## src/rtl/bit_serializer_if.sv

```systemverilog
// Parallel word handshake into the bit serializer.
// Upstream (master) drives din/din_valid; the serializer (slave) drives din_ready.
interface bit_serializer_if #(
  parameter int WIDTH = 8
) ();
  logic [WIDTH-1:0] din;
  logic             din_valid;
  logic             din_ready;

  modport master (
    output din,
    output din_valid,
    input  din_ready
  );

  modport slave (
    input  din,
    input  din_valid,
    output din_ready
  );
endinterface

```

## src/rtl/bit_serializer.sv

```systemverilog
// Parallel-to-serial stage: WIDTH-bit words in, one registered bit per clock out.
// Back-to-back words stream with no idle gap between them.
module bit_serializer #(
  parameter int WIDTH     = 8,
  parameter bit MSB_FIRST = 1'b1,
  parameter bit IDLE_BIT  = 1'b0
) (
  input  logic            clk,
  input  logic            reset,
  bit_serializer_if.slave up,
  output logic            ser_out,
  output logic            ser_valid,
  output logic            last_bit,
  output logic            busy
);

  localparam int CW = $clog2(WIDTH);
  localparam logic [CW-1:0] LAST = CW'(WIDTH - 1);

  typedef enum logic {
    IDLE  = 1'b0,
    SHIFT = 1'b1
  } state_t;

  state_t          state_q, state_d;
  logic [WIDTH-1:0] word_q, word_d;
  logic [CW-1:0]   cnt_q, cnt_d, cnt_nx;
  logic            ser_q, ser_d;
  logic            sv_q, sv_d;
  logic            lb_q, lb_d;
  logic            at_last;
  logic            mid_word;
  logic            accept;

  function automatic logic pick(
    input logic [WIDTH-1:0] w,
    input logic [CW-1:0]    c
  );
    logic [CW-1:0] idx;
    idx = MSB_FIRST ? LAST - c : c;
    return w[idx];
  endfunction

  assign at_last  = (cnt_q == LAST);
  assign mid_word = (state_q == SHIFT) && !at_last;
  assign cnt_nx   = cnt_q + 1'b1;

  assign up.din_ready = !reset &&
                        ((state_q == IDLE) || at_last);
  assign accept = up.din_valid & up.din_ready;

  // ready only opens on the last bit, so accept and mid_word never overlap
  always_comb begin
    state_d = state_q;
    word_d  = word_q;
    cnt_d   = cnt_q;
    ser_d   = ser_q;
    sv_d    = sv_q;
    lb_d    = lb_q;
    unique case (1'b1)
      accept: begin
        state_d = SHIFT;
        word_d  = up.din;
        cnt_d   = '0;
        ser_d   = pick(up.din, '0);
        sv_d    = 1'b1;
        lb_d    = 1'b0;
      end
      mid_word: begin
        cnt_d = cnt_nx;
        ser_d = pick(word_q, cnt_nx);
        sv_d  = 1'b1;
        lb_d  = (cnt_nx == LAST);
      end
      default: begin
        state_d = IDLE;
        cnt_d   = '0;
        ser_d   = IDLE_BIT;
        sv_d    = 1'b0;
        lb_d    = 1'b0;
      end
    endcase
  end

  always_ff @(posedge clk) begin
    if (reset) begin
      state_q <= IDLE;
      word_q  <= '0;
      cnt_q   <= '0;
      ser_q   <= IDLE_BIT;
      sv_q    <= 1'b0;
      lb_q    <= 1'b0;
    end else begin
      state_q <= state_d;
      word_q  <= word_d;
      cnt_q   <= cnt_d;
      ser_q   <= ser_d;
      sv_q    <= sv_d;
      lb_q    <= lb_d;
    end
  end

  assign ser_out   = ser_q;
  assign ser_valid = sv_q;
  assign last_bit  = lb_q;
  assign busy      = (state_q == SHIFT);

endmodule

```

## src/flat_wrapper.sv

```systemverilog
// flat-port wrapper written by rule: the top's interface ports become plain ports
module bit_serializer_flat 
#(
  parameter int WIDTH     = 8,
  parameter bit MSB_FIRST = 1'b1,
  parameter bit IDLE_BIT  = 1'b0
)
  (clk, reset, ser_out, ser_valid, last_bit, busy, up_din, up_din_valid, up_din_ready);
  bit_serializer_if #(.WIDTH(WIDTH)) up_i ();
  input  logic clk;
  input  logic reset;
  output logic ser_out;
  output logic ser_valid;
  output logic last_bit;
  output logic busy;
  input wire logic [$bits(up_i.din)-1:0] up_din;
  input wire logic [$bits(up_i.din_valid)-1:0] up_din_valid;
  output wire logic [$bits(up_i.din_ready)-1:0] up_din_ready;
  assign up_i.din = up_din;
  assign up_i.din_valid = up_din_valid;
  assign up_din_ready = up_i.din_ready;
  bit_serializer #(.WIDTH(WIDTH), .MSB_FIRST(MSB_FIRST), .IDLE_BIT(IDLE_BIT)) u_core (.clk(clk), .reset(reset), .up(up_i), .ser_out(ser_out), .ser_valid(ser_valid), .last_bit(last_bit), .busy(busy));
endmodule
```

## config.mk

```make
export PLATFORM = sky130hd
export DESIGN_NAME = bit_serializer_flat
export DESIGN_NICKNAME = d
export VERILOG_FILES = /design/src/rtl/bit_serializer_if.sv /design/src/rtl/bit_serializer.sv /design/src/flat_wrapper.sv
export SDC_FILE = /design/constraint.sdc
export NUM_CORES = 1
export LEC_CHECK = 0
export CORE_MARGIN = 5
export CORE_UTILIZATION = 41
export DETAILED_ROUTE_END_ITERATION = 16
export PLACE_DENSITY = 0.71
export SETUP_SLACK_MARGIN = 0.05
export SLEW_MARGIN = 20
export SYNTH_ARGS = -nofsm -noshare
export SYNTH_HDL_FRONTEND = slang
export SYNTH_SLANG_ARGS = --single-unit
```

## constraint.sdc

```tcl
create_clock -name clk -period 1.7 [get_ports clk]
set_input_delay 0.255 -clock clk [delete_from_list [all_inputs] [get_ports clk]]
set_output_delay 0.255 -clock clk [all_outputs]
set_load 0.05 [all_outputs]
```

== Yosys cells after proc, flatten, opt, wreduce, memory -nomap -nowiden ==
Index checks and enable logic that the tools add are counted.

* Reduce and logical (&&, ||, !) cells: 7
* Mux-type cells: 5
* $lt $le $gt $ge: 1
* Bitwise logic cells: 3
* Equal/unequal tests: 2
* Add/subtract/negate cells: 2

{| class="wikitable"
|+ Operator list
! cell !! number
|-
| $eq 3x3->1 const B || 2
|-
| $lt 3x4->1 const B || 1
|-
| $pmux 1 s2 || 2
|-
| $reduce_or 2->1 || 2
|-
| $add 3x1->3 const B || 1
|-
| $bmux 1 s3 || 1
|-
| $sub 3x3->3 const A || 1
|-
| $logic_and 1x1->1 || 2
|-
| $logic_not 1->1 || 2
|-
| $mux 1 || 2
|-
| $not 1->1 || 2
|-
| $and 1x1->1 || 1
|-
| $logic_or 1x1->1 || 1
|}

* Output and inout bits: 5
* Bits of input ports: 11
* Register bits after elaboration: 15
* Logic and storage cells: 26

== Logic depth before layout (Yosys ltp) ==
Gate-level depths: netlist of run 1.

* Depth after elaboration: 6
* Gate-level depth with buffers: 6
* Depth with buffers taken out: 5

== Least setup slack after synthesis of run 1 ==
No wires, ideal clock.

* Kind: reg2reg
* From: register u_core.cnt_q[0]
* To: register u_core.ser_q, in the netlist u_core.ser_out
* Data required time: 1.621 ns
* Period minus slack after synthesis: 1.685 ns
* Library setup time: 0.079 ns
* Path slack: 0.015 ns
* Arrival time: 1.606 ns
* Path buffers: 1
* Cell stages (with the launch flop): 7
* Cells stage by stage: dfxtp_1 inv_1 ha_1 buf_6 mux2i_1 mux4_2 a211oi_2

* Cells in the longest elaborated chain, start to end: 5
* Elaborated cells between the ends (all ways): 11
* Those cells by class: 2 x add/sub; 1 x eq/ne; 3 x mux; 1 x bitwise; 4 x reduce/logical

{| class="wikitable"
|+ Ends and longest elaborated chain
! element !! RTL line !! RTL
|-
| start, declared || bit_serializer.sv:27 || <nowiki>logic [CW-1:0] cnt_q, cnt_d, cnt_nx;</nowiki>
|-
| start signal, assigned || bit_serializer.sv:96 || <nowiki>cnt_q <= cnt_d;</nowiki>
|-
| $add 3x1->3 || bit_serializer.sv:46 || <nowiki>assign cnt_nx = cnt_q + 1'b1;</nowiki>
|-
| net u_core.cnt_nx[0] || bit_serializer.sv:27 ||
|-
| $sub 3x3->3 || bit_serializer.sv:40 || <nowiki>idx = MSB_FIRST ? LAST - c : c;</nowiki>
|-
| $bmux 1 s3 || bit_serializer.sv:41 || <nowiki>return w[idx];</nowiki>
|-
| $mux 1 (implied by the code) || bit_serializer.sv:41 ||
|-
| $pmux 1 s2 || bit_serializer.sv:60 || <nowiki>unique case (1'b1)</nowiki>
|-
| end signal, assigned || bit_serializer.sv:97 || <nowiki>ser_q <= ser_d;</nowiki>
|-
| end, declared || bit_serializer.sv:28 || <nowiki>logic ser_q, ser_d;</nowiki>
|}

The timed path passes the listed nets, and every way through them passes these cells. The select of a mux whose other input is x is not followed.
A chain may end at the register's enable or synchronous reset.

== Final worst setup path of run 1 ==
* From: register u_core.cnt_q[0]
* To: output port up_din_ready

* Cells in the longest elaborated chain, start to end: 3

{| class="wikitable"
|+ Ends and longest elaborated chain
! element !! RTL line !! RTL
|-
| $eq 3x3->1 || bit_serializer.sv:44 || <nowiki>assign at_last = (cnt_q == LAST);</nowiki>
|-
| $logic_or 1x1->1 || bit_serializer.sv:49 || <nowiki>((state_q == IDLE) || at_last);</nowiki>
|-
| $logic_and 1x1->1 || bit_serializer.sv:48 || <nowiki>assign up.din_ready = !reset &&</nowiki>
|-
| end, declared || flat_wrapper.sv:18 || <nowiki>output wire logic [$bits(up_i.din_ready)-1:0] up_din_ready;</nowiki>
|}

No other way between the ends.

==> results of run 1 <==
metrics by stage:
stage / instances / TNS [ns] / hold slack [ns]
4_1_cts: 93 / 0 / 0.4910
5_1_grt: 94 / -0.1236 / 0.5246
2_1_floorplan: 57 / 0 / 0.3994
6_report: 94 / 0 / 0.4842
3_5_place_dp: 89 / -0.3745 / 0.4790
3_3_place_gp: 89 / -0.2075 / 0.4689
layout by cell type, fill, tap and decap left out:
master	netlist	final
dfxtp_1	15	14
clkdlybuf4s50_1	0	10
buf_4	0	8
nor2b_1	7	7
mux2_2	7	7
a21oi_1	4	4
mux2i_1	4	4
clkbuf_4	0	3
inv_1	2	2
nor3_1	2	2
ha_2	0	2
nor2b_4	1	1
nor2_4	0	1
nand2b_1	1	1
or3_1	1	1
nor3b_1	1	1
and2_1	1	1
mux4_2	1	1
a211oi_2	1	1
nand4b_1	1	1
o31ai_1	1	1
ha_1	3	1
clkbuf_1	1	1
buf_12	0	1
buf_6	1	1
dfxtp_2	0	1
cells by family after synthesis:
group	count (synthesis)	share of synthesized area (%)
AOI/OAI and AO/OA	6	6.131
and+or+nand+nor	16	16.28
adders and majority gates	3	5.748
muxes	12	21.65
DFF	15	45.98
buffers and inverters	5	4.214
routing by layer:
metal | GRT usage (%) | vias to the layer above
met5 | 0 | -
met4 | 5.240 | 0
met3 | 3.916 | 2
met2 | 14.83 | 13
met1 | 12.91 | 205
li1 | - | 239
state kept, by name, indices dropped and copies added (netlist names):
register / count
u_core.busy: 1
u_core.cnt_q: 3
u_core.last_bit: 1
u_core.ser_out: 1
u_core.ser_valid: 1
u_core.word_q: 8
timing repair:
action / CTS / global route
hold endpoints to repair: 0 / 0
endpoints found under the setup margin: 2 / 9
setup buffers: 0 / 1
pin swaps: 0 / 0
cloned: 0 / 0
hold buffers: 0 / 0
resized for setup: 5 / 0
area by class of cell:
cell class	count	area share, %
Multi-Input combinational cell	37	38.19
Tap cell	16	2.263
Clock buffer	4	2.970
Sequential cell	15	34.09
Timing Repair Buffer	20	21.64
Inverter	2	0.8487
how the worst max path moves through the flow:
stage	start	end	slack, ns	cells after the start
4_1_cts	u_core.cnt_q[0]	up_din_ready	0.0009	6
3_3_place_gp	up_din_valid	u_core.word_q[4]	-0.03	4
6_report	u_core.cnt_q[0]	up_din_ready	0.03	6
3_5_place_dp	up_din_valid	u_core.word_q[2]	-0.06	4
2_1_floorplan	u_core.cnt_q[0]	u_core.ser_out	0.06	6
5_1_grt	u_core.cnt_q[0]	up_din_ready	-0.03	6
cells in the mapped netlist (2+ instances only):
master,count
inv_1,2
nor3_1,2
nor2b_1,7
a21oi_1,4
mux2i_1,4
dfxtp_1,15
ha_1,3
mux2_2,7
critical path, cell delays in order (launching register included):
cell and delay [ns]:
dfxtp_2 0.34, ha_1 0.20, ha_2 0.19, nor2b_4 0.12, buf_6 0.11, nor2_4 0.03
buf_12 0.14
power by group:
part	internal (W)	total (W)	switching, W	leakage [nW]
clock	0.0000911	0.000205	0.000113	0.0150
combinational	0.0000768	0.000141	0.0000639	0.248
sequential	0.000371	0.000379	0.00000834	0.124
==> metrics.md, run 1 <==
| Metric | Value |
|---|---|
| Clock slew at the register clock pins of the worst setup and hold paths | 0.08 ns |
| Worst setup SP type | register |
| Post-route standard cell area excluding fillers | 884.6 µm² |
| Maximum buffer depth of the clock tree | 2 |
| Path depth of the worst reg2reg path | 5 |
| Overall die height | 49.91 µm |
| Overall routing resource usage | 10.22% |
| Synthesis-stage register bit count | 15 |
| Setup ws final | 0.03388 ns |
| Die X-Extent | 49.91 µm |
| Final Core Density | 58.72% |
| Unrepaired setup endpoints after global routing | yes |
| Via count of the first global-routing pass | 435 |
| Post-synthesis cell type count | 21 |
| Number of fill cells | 139 |
| Combined flip-flop and latch cell area | 301.5 µm² |
| GRT Residual Overflow | 0 |
| Leak | 0.3865 nW |
| Area leader, netlist | dfxtp_1 |
| Total of endpoints with negative setup slack in the final report | 0 |
| Area used by multi-input combinational logic | 337.8 µm² |
| Wl on met1 | 515 µm |
| Clock Tree Root | clkbuf_4 |
| Max-cap violations | 0 |
| Reg-to-reg critical path startpoint | u_core.cnt_q[1] |
| Peak supply drop | 0.5239 mV |
| Worst-case headroom to the max-slew limit | 79.85% |
| Category of the most critical setup path | reg2out |
| CTS H-tree lvls | 1 |
| Overall power | 0.0007247 W |
| Sort of element at the end of the critical path | output pin |
| Share of the cycle needed by the critical path after routing | 98.01% |
| Transition time at the pin with the least slew margin | 0.3022 ns |
| Syn nets | 71 |
| Router iterations before antenna repair | 3 |
| Wirelength, routed | 1109 µm |
| Layout cell share with drive strength beyond 1 | 34.62% |
| Min-Delay Path Class | reg2reg |
| Top sig layer | met4 |
| Status | finished, final reports clean |
| Worst reg2reg path endpoint | u_core.word_q[5] |
| Fraction of post-synthesis cell area in the top cell type by area | 45.98% |
| Number of hold violations in the final report | 0 |
| Post-DP Area | 834.6 µm² |
| Synthesized cell area | 653.1 µm² |
| Last weighted congestion value of the routability-driven placer | 0.6845 |
| Standard-cell row count | 14 |
| Arrival @ worst endpoint | 1.41 ns |
| Placeable Area | 1506 µm² |
| Number of input and output port buffers inserted | 15 |
| DR WL met2 | 494 µm |
| Synth-to-Final Area Change | 35.44% |
| Violation count after the first detailed-routing iteration | 1 |
| Via count | 459 |
| FFs w/ async S/R, synth | 0% |
| Area of the die | 2491 µm² |
| R2R Setup Slk | 0.07 ns |
| Number of max-slew violations in the final report | 0 |
| Startpoint of the lowest-slack hold path | u_core.word_q[7] |
| Warnings from Yosys | 0 |
| Wire length of the first global-routing pass | 1932 µm |
| Cell count after synthesis | 57 |
| CTS Buf Count | 3 |
| Max Clock Skew | 0.003658 ns |
| Endpoint required time on the critical path | 1.44 ns |
| HPWL after DPL | 833.1 µm |
| Worst Hold Path EP | u_core.word_q[7] |
| Antenna violations before repair | 0 |
| Commonest register cell after synthesis | dfxtp_1 |
| Power per Cell Area | 819.3 nW/µm² |
| Sequential cell area fraction in the yosys report | 45.98% |
| Net total in the final layout | 93 |
| Number of diodes | 0 |
| Max Clk Rate | 600.2 MHz |
| CTS sink count | 15 |
| Number of enable-type register cells in the synthesized netlist | 0 |
| Antenna viol nets, final | 0 |
| Largest fanout of any net on the critical path | 3 |
| Largest net degree at the start of global routing | 18 |
| WHS Path Cells | 2 |
| Via/cell ratio | 4.883 |
| Final critical path time including I/O delays and setup | 1.666 ns |
| Met3 routed WL | 83 µm |
| Post-synthesis area per instance | 11.46 µm² |
| Drt wl/cell | 11.80 µm |
| Synth area leaders | dfxtp_1, mux2_2, nor2b_1 |
| Effective utilization at floorplan | 43.36% |
| Post-Place Setup Slack | -0.05794 ns |
| I/O Pins | 16 |
| CTS tree | done |
| # DRC | 0 |
| Worst skew pair latency | 0.28 ns |
Power figures use the tool's default switching activity.
==> run 2, diff against run 1 <==
--- a/config.mk
+++ b/config.mk
@@ -10,7 +10,6 @@
 export DETAILED_ROUTE_END_ITERATION = 16
 export PLACE_DENSITY = 0.71
 export SETUP_SLACK_MARGIN = 0.05
-export SLEW_MARGIN = 20
 export SYNTH_ARGS = -nofsm -noshare
 export SYNTH_HDL_FRONTEND = slang
 export SYNTH_SLANG_ARGS = --single-unit
==> results of run 2 <==
The final DEF is identical to that of run 1; final timing and power are the same.
